==> config.mk <==
export PLATFORM = sky130hd
export DESIGN_NAME = seq_mul_div
export DESIGN_NICKNAME = d
export VERILOG_FILES = /design/src/rtl/seq_mul_div_pkg.sv /design/src/rtl/seq_mul_div_step.sv /design/src/rtl/seq_mul_div.sv
export SDC_FILE = /design/constraint.sdc
export NUM_CORES = 1
export LEC_CHECK = 0
export ABC_AREA = 1
export CORE_MARGIN = 2
export CORE_UTILIZATION = 60
export DETAILED_ROUTE_END_ITERATION = 7
export GPL_TIMING_DRIVEN = 1
export HOLD_SLACK_MARGIN = 0.05
export PLACE_DENSITY_LB_ADDON = 0.1
export REMOVE_ABC_BUFFERS = 1
export SETUP_SLACK_MARGIN = 0.15
export SYNTH_ARGS = -nofsm -noshare
export SYNTH_HDL_FRONTEND = slang
export SYNTH_HIERARCHICAL = 1
export SYNTH_SLANG_ARGS = --single-unit
==> constraint.sdc <==
create_clock -name clk -period 3.9 [get_ports clk]
set_input_delay 0.975 -clock clk [delete_from_list [all_inputs] [get_ports clk]]
set_output_delay 0.975 -clock clk [all_outputs]
set_load 0.01 [all_outputs]
==> src/rtl/seq_mul_div_pkg.sv <==
// Shared definitions for the iterative multiply/divide unit:
// FSM state encoding, operation encoding and a counter-width helper.
package seq_mul_div_pkg;

  typedef enum logic [1:0] {
    IDLE = 2'd0,
    RUN  = 2'd1,
    FIX  = 2'd2
  } state_t;

  localparam logic OP_MUL = 1'b0;
  localparam logic OP_DIV = 1'b1;

  // Bits needed to hold values 0..n-1 (call with N+1 to count 0..N).
  function automatic int clog2(input int n);
    int w;
    w = 0;
    while ((1 << w) < n) w++;
    return w;
  endfunction

endpackage

==> src/rtl/seq_mul_div_step.sv <==
// One combinational iteration of the engine: shift-add multiply step or
// restoring-division step on a 2N+1 bit accumulator {partial(N+1), shift(N)}.
module mul_div_step
  import seq_mul_div_pkg::*;
#(
  parameter int N = 8
) (
  input  logic           op,
  input  logic [2*N:0]   acc,
  input  logic [N-1:0]   md,
  output logic [2*N:0]   acc_next
);

  logic [N:0]   mul_sum;
  logic [2*N:0] mul_next;
  logic [2*N:0] shifted;
  logic [N+1:0] diff;
  logic [2*N:0] div_next;

  always_comb begin
    mul_sum  = acc[2*N:N] + (acc[0] ? {1'b0, md} : {(N+1){1'b0}});
    mul_next = {1'b0, mul_sum, acc[N-1:1]};

    // Remainder sits in the upper N+1 bits, dividend/quotient shifts in the low N.
    shifted  = {acc[2*N-1:0], 1'b0};
    diff     = {1'b0, shifted[2*N:N]} - {2'b00, md};
    if (!diff[N+1])
      div_next = {diff[N:0], shifted[N-1:1], 1'b1};
    else
      div_next = shifted;

    acc_next = (op == OP_DIV) ? div_next : mul_next;
  end

endmodule

==> src/rtl/seq_mul_div.sv <==
// Iterative N-bit multiply/divide co-unit with fixed N+2 cycle latency,
// signed/unsigned modes and divide-by-zero reporting.
module seq_mul_div
  import seq_mul_div_pkg::*;
#(
  parameter int N = 8
) (
  input  logic           clk,
  input  logic           rst_n,
  input  logic           set,
  input  logic           op,
  input  logic           sign,
  input  logic [N-1:0]   a,
  input  logic [N-1:0]   b,
  output logic           busy,
  output logic           ready,
  output logic [2*N-1:0] r,
  output logic           div_by_zero
);

  localparam int CW = clog2(N + 1);

  state_t          state, state_next;
  logic            load, step_en, fix_en;
  logic [CW-1:0]   cnt;
  logic [2*N:0]    acc, acc_next;
  logic [N-1:0]    md;
  logic [N-1:0]    a_raw;
  logic            op_r, res_neg, dvd_neg, b_zero;
  logic [N-1:0]    a_mag, b_mag;
  logic [N-1:0]    quot, rem;
  logic [2*N-1:0]  result;

  assign a_mag = (sign && a[N-1]) ? -a : a;
  assign b_mag = (sign && b[N-1]) ? -b : b;

  mul_div_step #(.N(N)) u_step (
    .op       (op_r),
    .acc      (acc),
    .md       (md),
    .acc_next (acc_next)
  );

  always_ff @(posedge clk or negedge rst_n) begin
    if (!rst_n) state <= IDLE;
    else        state <= state_next;
  end

  always_comb begin
    state_next = state;
    load       = 1'b0;
    step_en    = 1'b0;
    fix_en     = 1'b0;
    case (state)
      IDLE: if (set) begin
        load       = 1'b1;
        state_next = RUN;
      end
      RUN: begin
        step_en = 1'b1;
        if (cnt == CW'(N - 1)) state_next = FIX;
      end
      FIX: begin
        fix_en     = 1'b1;
        state_next = IDLE;
      end
      default: state_next = IDLE;
    endcase
  end

  // Sign correction applied in FIX; divide-by-zero returns {a, all-ones} verbatim.
  always_comb begin
    quot   = acc[N-1:0];
    rem    = acc[2*N-1:N];
    result = acc[2*N-1:0];
    if (op_r == OP_MUL) begin
      if (res_neg) result = -acc[2*N-1:0];
    end else if (b_zero) begin
      result = {a_raw, {N{1'b1}}};
    end else begin
      if (res_neg) quot = -acc[N-1:0];
      if (dvd_neg) rem  = -acc[2*N-1:N];
      result = {rem, quot};
    end
  end

  always_ff @(posedge clk or negedge rst_n) begin
    if (!rst_n) begin
      cnt         <= '0;
      acc         <= '0;
      md          <= '0;
      a_raw       <= '0;
      op_r        <= OP_MUL;
      res_neg     <= 1'b0;
      dvd_neg     <= 1'b0;
      b_zero      <= 1'b0;
      busy        <= 1'b0;
      ready       <= 1'b0;
      r           <= '0;
      div_by_zero <= 1'b0;
    end else begin
      ready <= 1'b0;
      if (load) begin
        op_r        <= op;
        a_raw       <= a;
        md          <= b_mag;
        acc         <= {{(N+1){1'b0}}, a_mag};
        res_neg     <= sign & (a[N-1] ^ b[N-1]);
        dvd_neg     <= sign & a[N-1];
        b_zero      <= (b == '0);
        cnt         <= '0;
        busy        <= 1'b1;
        div_by_zero <= 1'b0;
      end
      if (step_en) begin
        acc <= acc_next;
        cnt <= cnt + 1'b1;
      end
      if (fix_en) begin
        r           <= result;
        div_by_zero <= (op_r == OP_DIV) && b_zero;
        ready       <= 1'b1;
        busy        <= 1'b0;
      end
    end
  end

endmodule
=== Word level (Yosys, flattened, before mapping) ===
Index checks and enable logic that the tools add are counted.

* Register bits after elaboration: 62
* Bits of input ports: 21
* Output and inout port bits: 19
* Logic and storage cells: 63

* Add/subtract/negate cells: 8
* Equality and inequality tests: 5
* Mux-type cells: 26
* Bitwise operators: 3
* Reduce and logical (&&, ||, !) cells: 8

{| class="wikitable"
|+ Operator list
! cell !! count
|-
| 2-to-1 mux 17 bit || 4
|-
| 2-to-1 mux 16 bit || 3
|-
| 2-to-1 mux 8 bit || 5
|-
| negator 8 bit || 4
|-
| negator 16 bit || 1
|-
| subtractor 9 x 8 -> 10 bit || 1
|-
| adder 9 bit || 1
|-
| 2-to-1 mux 1 bit || 9
|-
| logical NOT 8 bit || 1
|-
| 2-to-1 mux 4 bit || 2
|-
| adder 4 x 1 -> 4 bit, second input constant || 1
|-
| equality test 4 x 3 -> 1 bit, second input constant || 1
|-
| 2-to-1 mux 2 bit || 2
|-
| != test 2 bit, second input constant || 2
|-
| case mux 2 bit (2 select lines) || 1
|-
| nonzero test 2 bit || 2
|-
| logical AND 1 bit || 3
|-
| AND 1 bit || 2
|-
| equality test 2 x 1 -> 1 bit, second input constant || 1
|-
| equality test 2 bit, second input constant || 1
|-
| logical NOT 2 bit || 1
|-
| AND reduction 2 bit || 1
|-
| XOR 1 bit || 1
|}

=== Depth between registers and ports, before layout ===
* Word-level depth: 4
* Mapped depth: 14

=== Cells and area by module ===
Netlist, hierarchy kept.

{| class="wikitable"
|+ By module, submodules not included
! module !! instances !! cells each !! area each (um^2) !! sequential area each (um^2)
|-
| seq_mul_div || 1 || 422 || 3373.2 || 1551.5
|-
| mul_div_step || 1 || 225 || 1184.9 || 0.0
|}

=== Least setup slack after synthesis ===
Ideal clock, no wire load.

* Kind: flip-flop to flip-flop
* Start: register acc[0]
* End: register acc[13]
* Setup time: 0.083 ns
* Arrival: 1.945 ns
* Data required time: 3.817 ns
* Slack: 1.872 ns
* Stages on the path, launching flop included: 14
* Buffers on the path: 1
* Period minus slack after synthesis: 2.028 ns
* Cell sequence: dfrtp_1 > clkbuf_1 > nand2_1 > inv_1 > ha_1 > fa_1 > nand3_1 > nand3_1 > a21oi_1 > xor2_1 > nand2_1 > nand2_1 > nand2_1 > o21ai_0

* Longest elaborated chain between the ends: 4

{| class="wikitable"
|+ Ends and longest elaborated chain
! item !! line !! source
|-
| from (decl) || seq_mul_div.sv:26 || <nowiki>logic [2*N:0] acc, acc_next;</nowiki>
|-
| from (signal assigned) || seq_mul_div.sv:107 || <nowiki>acc <= {{(N+1){1'b0}}, a_mag};</nowiki>
|-
| from (signal assigned) || seq_mul_div.sv:116 || <nowiki>acc <= acc_next;</nowiki>
|-
| 2-to-1 mux 8 bit || seq_mul_div_step.sv:21 || <nowiki>mul_sum = acc[2*N:N] + (acc[0] ? {1'b0, md} : {(N+1){1'b0}});</nowiki>
|-
| adder 9 bit || seq_mul_div_step.sv:21 ||
|-
| 2-to-1 mux 17 bit || seq_mul_div_step.sv:32 || <nowiki>acc_next = (op == OP_DIV) ? div_next : mul_next;</nowiki>
|-
| net acc_next[13] || seq_mul_div.sv:26 ||
|-
| 2-to-1 mux 17 bit || seq_mul_div.sv:115 || <nowiki>if (step_en) begin</nowiki>
|}

The timed path passes the listed nets, and every way through them passes these cells.
A chain may end at the register's enable or synchronous reset.

=== Worst setup path in the final report ===
* Start: input set
* End: register acc[3]

* Longest elaborated chain between the ends: 3

{| class="wikitable"
|+ Ends and longest elaborated chain
! item !! line !! source
|-
| from (decl) || seq_mul_div.sv:10 || <nowiki>input logic set,</nowiki>
|-
| 2-to-1 mux 1 bit || seq_mul_div.sv:55 || <nowiki>IDLE: if (set) begin</nowiki>
|-
| 2-to-1 mux 1 bit || seq_mul_div.sv:54 || <nowiki>case (state)</nowiki>
|-
| nonzero test 2 bit (no source line) || n/a ||
|}

No other way between the ends.

==> results.md <==
Timing:
- The fmax is around 430 MHz.
- The share of the clock period used by the worst path is 0.5981.
- The setup total negative slack is 0 ps.
- The time the final worst path needs with I/O delays and setup is ~2300 ps.
- The worst max-slew margin expressed relative to the limit is 0.3694.
- The worst setup skew after layout is roughly 14 ps.
- The hold violation count in the final report was 0.
- Setup violations remaining at the end of the flow were counted as 0.
- Setup repair after global routing left no endpoint under its margin.
- The slew at the pin with the worst max-slew slack is between 900 and 1000 ps.
- Hold is met by roughly 500 ps.
- The final max-slew violation count is 0.

Logic synthesis:
- The post-synthesis cell area is 4558 sq um.
- The average footprint of a synthesized cell is about 7.0 sq um.
- Of the total synthesized cell area, the portion taken by XOR and XNOR cells is 0.03651.
- The register bit total from synthesis is 62.
- Of all cell types, the one taking the most synthesized area is sky130_fd_sc_hd__dfrtp_1.
- The share of synthesized area in the top cell type comes to 0.3404.
- Of the total synthesized cell area, the portion taken by full adders, half adders and majority gates is 0.06643.
- After synthesis, the share of flip-flops with an asynchronous set or reset is 1.000.
- During synthesis, Yosys emitted a total of 6 warnings.
- The dominant combinational cell family by area after synthesis is simple AND/OR/NAND/NOR gates.
- The synthesized-area fraction occupied by ao, oa, aoi and oai cells is 0.1510.
- The number of synthesized flops with an enable pin is 0.
- Measured against the total synthesized area, the mux share comes to 0.
- The count of different cell masters after synthesis is 45.
- The area share of and/or/nand/nor cells after synthesis is 0.3102.
- The most instantiated flip-flop cell in the synthesis netlist is sky130_fd_sc_hd__dfrtp_1.
- The synthesized instance count is approximately 650.
- Yosys attributes the largest share of cell area to sky130_fd_sc_hd__dfrtp_1 (34%), sky130_fd_sc_hd__nand2_1 (14%), sky130_fd_sc_hd__inv_1 (6.1%), sky130_fd_sc_hd__nand3_1 (5.9%), sky130_fd_sc_hd__ha_1 (5.8%).
- Of the synthesized area, sequential elements account for 0.3404.

Placement:
- The final weighted congestion of routability-driven global placement is between 0.9 and 1.
- Detailed placement ended at an HPWL of around 9200 um.
- Buffers placed on the I/O ports in this run total 39.

Power and ir drop:
- The sequential cell fraction of total power is 0.282.
- Of the total power, the share spent switching nets is 0.5080.
- In this run the power density over the cells is 943.0 nW/um^2.
- The clock network power share is 0.114.
- In this run the static leakage power is 2.649 nW.
- After layout, the design draws a total of 4.907 mW.
- The share of total power dissipated in combinational logic is 0.603.
- The maximum vdd ir drop is between 500 and 600 uV.
- The cell-internal power is between 2 and 2.5 mW.
- The analysis attributes to net switching a power of about 2.5 mW.

Floorplanning:
- The starting density of the core is 0.6251.
- The core region is 7292 sq um.
- From bottom edge to top edge, the die measures just over 90 um.
- The number of placement rows is 31.
- The area enclosed by the die boundary is 8310 sq um.
- Measured along the x axis, the die boundary spans just over 90 um.
- The count of pins on the block boundary is 40.

Final layout:
- The fraction of layout instances using a drive strength above 1 is 0.1045.
- The number of antenna diodes in the final layout is 0.
- Fill cells in the final layout number roughly 650.
- Leaving out fill and tap cells, the most frequent cells in the layout are sky130_fd_sc_hd__nand2_1 (166), sky130_fd_sc_hd__inv_1 (74), sky130_fd_sc_hd__dfrtp_1 (62), sky130_fd_sc_hd__nor2_1 (55), sky130_fd_sc_hd__nand3_1 (54).
- After the last flow step, the layout net total stands at between 700 and 800.
- The most common library cell in the layout ignoring fill and taps is sky130_fd_sc_hd__nand2_1.
- The area overhead of the layout relative to synthesis is 14.16%.

Status:
- The flow ran to the end, and the final reports show no timing, DRC or antenna violations.

Drt:
- The routed length per instance is between 15 and 20 um.
- The number of remaining DRC errors is 0.
- After the first detailed-routing iteration, the DRC count stood at roughly 370.
- The overall routed net length is between 10000 and 15000 um.
- The first detailed-routing pass ran for 5 iterations.
- The post-detailed-route via-to-cell ratio is ~5.7.
- Summing over every cut layer, the via total after detailed routing is 4468.
- In this run the remaining antenna-violating nets after routing total 0.

CTS:
- The total clock sinks is just over 60.
- The clock insertion delay at the later pin of the skew report is 350 ps.
- The clock tree synthesis step divided the H-tree into 3 levels.
- Buffers added to address setup during post-CTS repair amount to 0.
- The buffer cell driving the clock tree root is sky130_fd_sc_hd__clkbuf_8.
- The number of resized instances in the post-cts repair step is 0.
- In this run, CTS created clock tree buffers numbering 9.
- The clock-pin slew on the worst setup and hold paths is around 80 ps.
- The maximum clock path buffer count is 2.
- The hold-fix buffer count after cts is 0.
- The clock tree from TritonCTS is built.

Worst setup path:
- The kind of end point of the critical path is a flop.
- The critical path goes through clkdlybuf4s50_1 -> nand2_2 -> nand2_2 -> inv_2 -> a22oi_1 -> o21ai_1.
- The most numerous cell type found on the critical path is sky130_fd_sc_hd__nand2_2.
- In this run the worst setup path begins at set.
- The worst register-to-register path has a setup slack of between 1500 and 2000 ps.
- The maximum single-stage delay on the critical path is roughly 470 ps.
- By startpoint and endpoint, the worst setup path is classified as in -> reg.
- The worst register-to-register path begins at acc[0]$_DFFE_PN0P_.
- The slowest stage cell on the critical path is sky130_fd_sc_hd__clkdlybuf4s50_1.
- The most critical setup path has its endpoint at acc[3]$_DFFE_PN0P_.
- The critical-path maximum fanout is 29.
- The sort of element at the start of the critical path is an input port.
- The destination of the worst register-to-register timing path is acc[13]$_DFFE_PN0P_.
- The logic depth of the worst register-to-register path is 12.
- The worst path required time is approximately 4000 ps.
- Data on the critical path arrives at its endpoint at between 2000 and 3000 ps.

Job:
- The number of maximum-capacitance violations is 0.

Global routing:
- The number of global-route vias before repair is between 4000 and 5000.
- The initial antenna violation count is 0.
- The first global-routing pass estimated 20370 um of wire.
- The global-route usage over all layers is 0.3034.
- The pin count of the biggest net entering global routing is 30.
- The total overflow left after global routing is 0.

Min path:
- The path category of the worst min-delay check is reg -> reg.
layout make-up:
class	instances	area, sq um	share of cell area
sequential	62	1551	0.2981
multi-input combinational	476	2571	0.4941
clock inverter	7	72.57	0.01395
inverter	92	345.3	0.06636
tap	99	123.9	0.02380
timing repair buffer	43	415.4	0.07983
clock buffer	9	123.9	0.02380
synthesized netlist by cell type, types with 4 or more instances:
cell / count
sky130_fd_sc_hd__a21oi_1: 41
sky130_fd_sc_hd__ha_1: 21
sky130_fd_sc_hd__nand2_2: 8
sky130_fd_sc_hd__inv_2: 18
sky130_fd_sc_hd__xor2_1: 17
sky130_fd_sc_hd__nor2_1: 55
sky130_fd_sc_hd__buf_2: 9
sky130_fd_sc_hd__nor2_2: 5
sky130_fd_sc_hd__nand2_1: 166
sky130_fd_sc_hd__clkbuf_1: 4
sky130_fd_sc_hd__o21ai_0: 38
sky130_fd_sc_hd__nand3_2: 4
sky130_fd_sc_hd__nand3_1: 54
sky130_fd_sc_hd__dfrtp_1: 62
sky130_fd_sc_hd__o21ai_1: 16
sky130_fd_sc_hd__nand4_1: 8
sky130_fd_sc_hd__inv_1: 74
flip-flops by register name (all words and copies together) (netlist names), 2 cells and up:
register and cells:
acc 17, state 2, a_raw 8, cnt 4
md 8, r 16
per-stage QoR:
step           area (sq um)  setup WS, ps  utilization  std cells
6_report               5204          1567       0.7136        788
5_1_grt                5204          1387       0.7136        788
4_1_cts                5204          1595       0.7136        788
3_5_place_dp           5007          1251       0.6867        772
3_3_place_gp           5007          1303       0.6867        772
2_1_floorplan          4468          1879            -        630
power by group through the flow:
stage / logic [mW] / registers (mW) / clock network, mW
2_1_floorplan: 2.13 / 1.28 / 0
3_3_place_gp: 2.81 / 1.37 / 0
3_5_place_dp: 2.91 / 1.38 / 0
4_1_cts: 2.93 / 1.37 / 0.567
5_1_grt: 3.34 / 1.43 / 0.599
6_report: 2.96 / 1.39 / 0.562
cell families after synthesis:
| logic type | Yosys count |
|---|---|
| xor+xnor | 19 |
| buf+inv | 109 |
| compound gates | 117 |
| flops | 62 |
| fa+ha+maj | 23 |
| simple gates | 317 |
how the worst min path moves through the flow:
stage / end / slack [ps] / depth (start not counted) / from
after floorplan: a_raw[1]$_DFFE_PN0P_ / 450 / 2 / a_raw[1]$_DFFE_PN0P_
after global placement: r[11]$_DFFE_PN0P_ / 470 / 2 / r[11]$_DFFE_PN0P_
after detailed placement: r[11]$_DFFE_PN0P_ / 480 / 2 / r[11]$_DFFE_PN0P_
after CTS: r[7]$_DFFE_PN0P_ / 500 / 2 / r[7]$_DFFE_PN0P_
after global routing: r[11]$_DFFE_PN0P_ / 520 / 2 / r[11]$_DFFE_PN0P_
final: busy$_DFFE_PN0P_ / 500 / 2 / busy$_DFFE_PN0P_
layer usage:
layer  global-route usage  vias to the layer above  share of wire
li1                     -                     2173              -
met1               0.3991                     2086           0.43
met2               0.5099                      175           0.48
met3              0.04813                       34          0.059
met4               0.1035                        0          0.025
met5                    0                        -              0
critical path: cells and delay by family:
kind	cells	cell delay, ps
buffers and inverters	2	590
AND/OR/NAND/NOR	2	690
AO/OA/AOI/OAI	2	270
No activity file was read; power rests on OpenSTA's default activity.
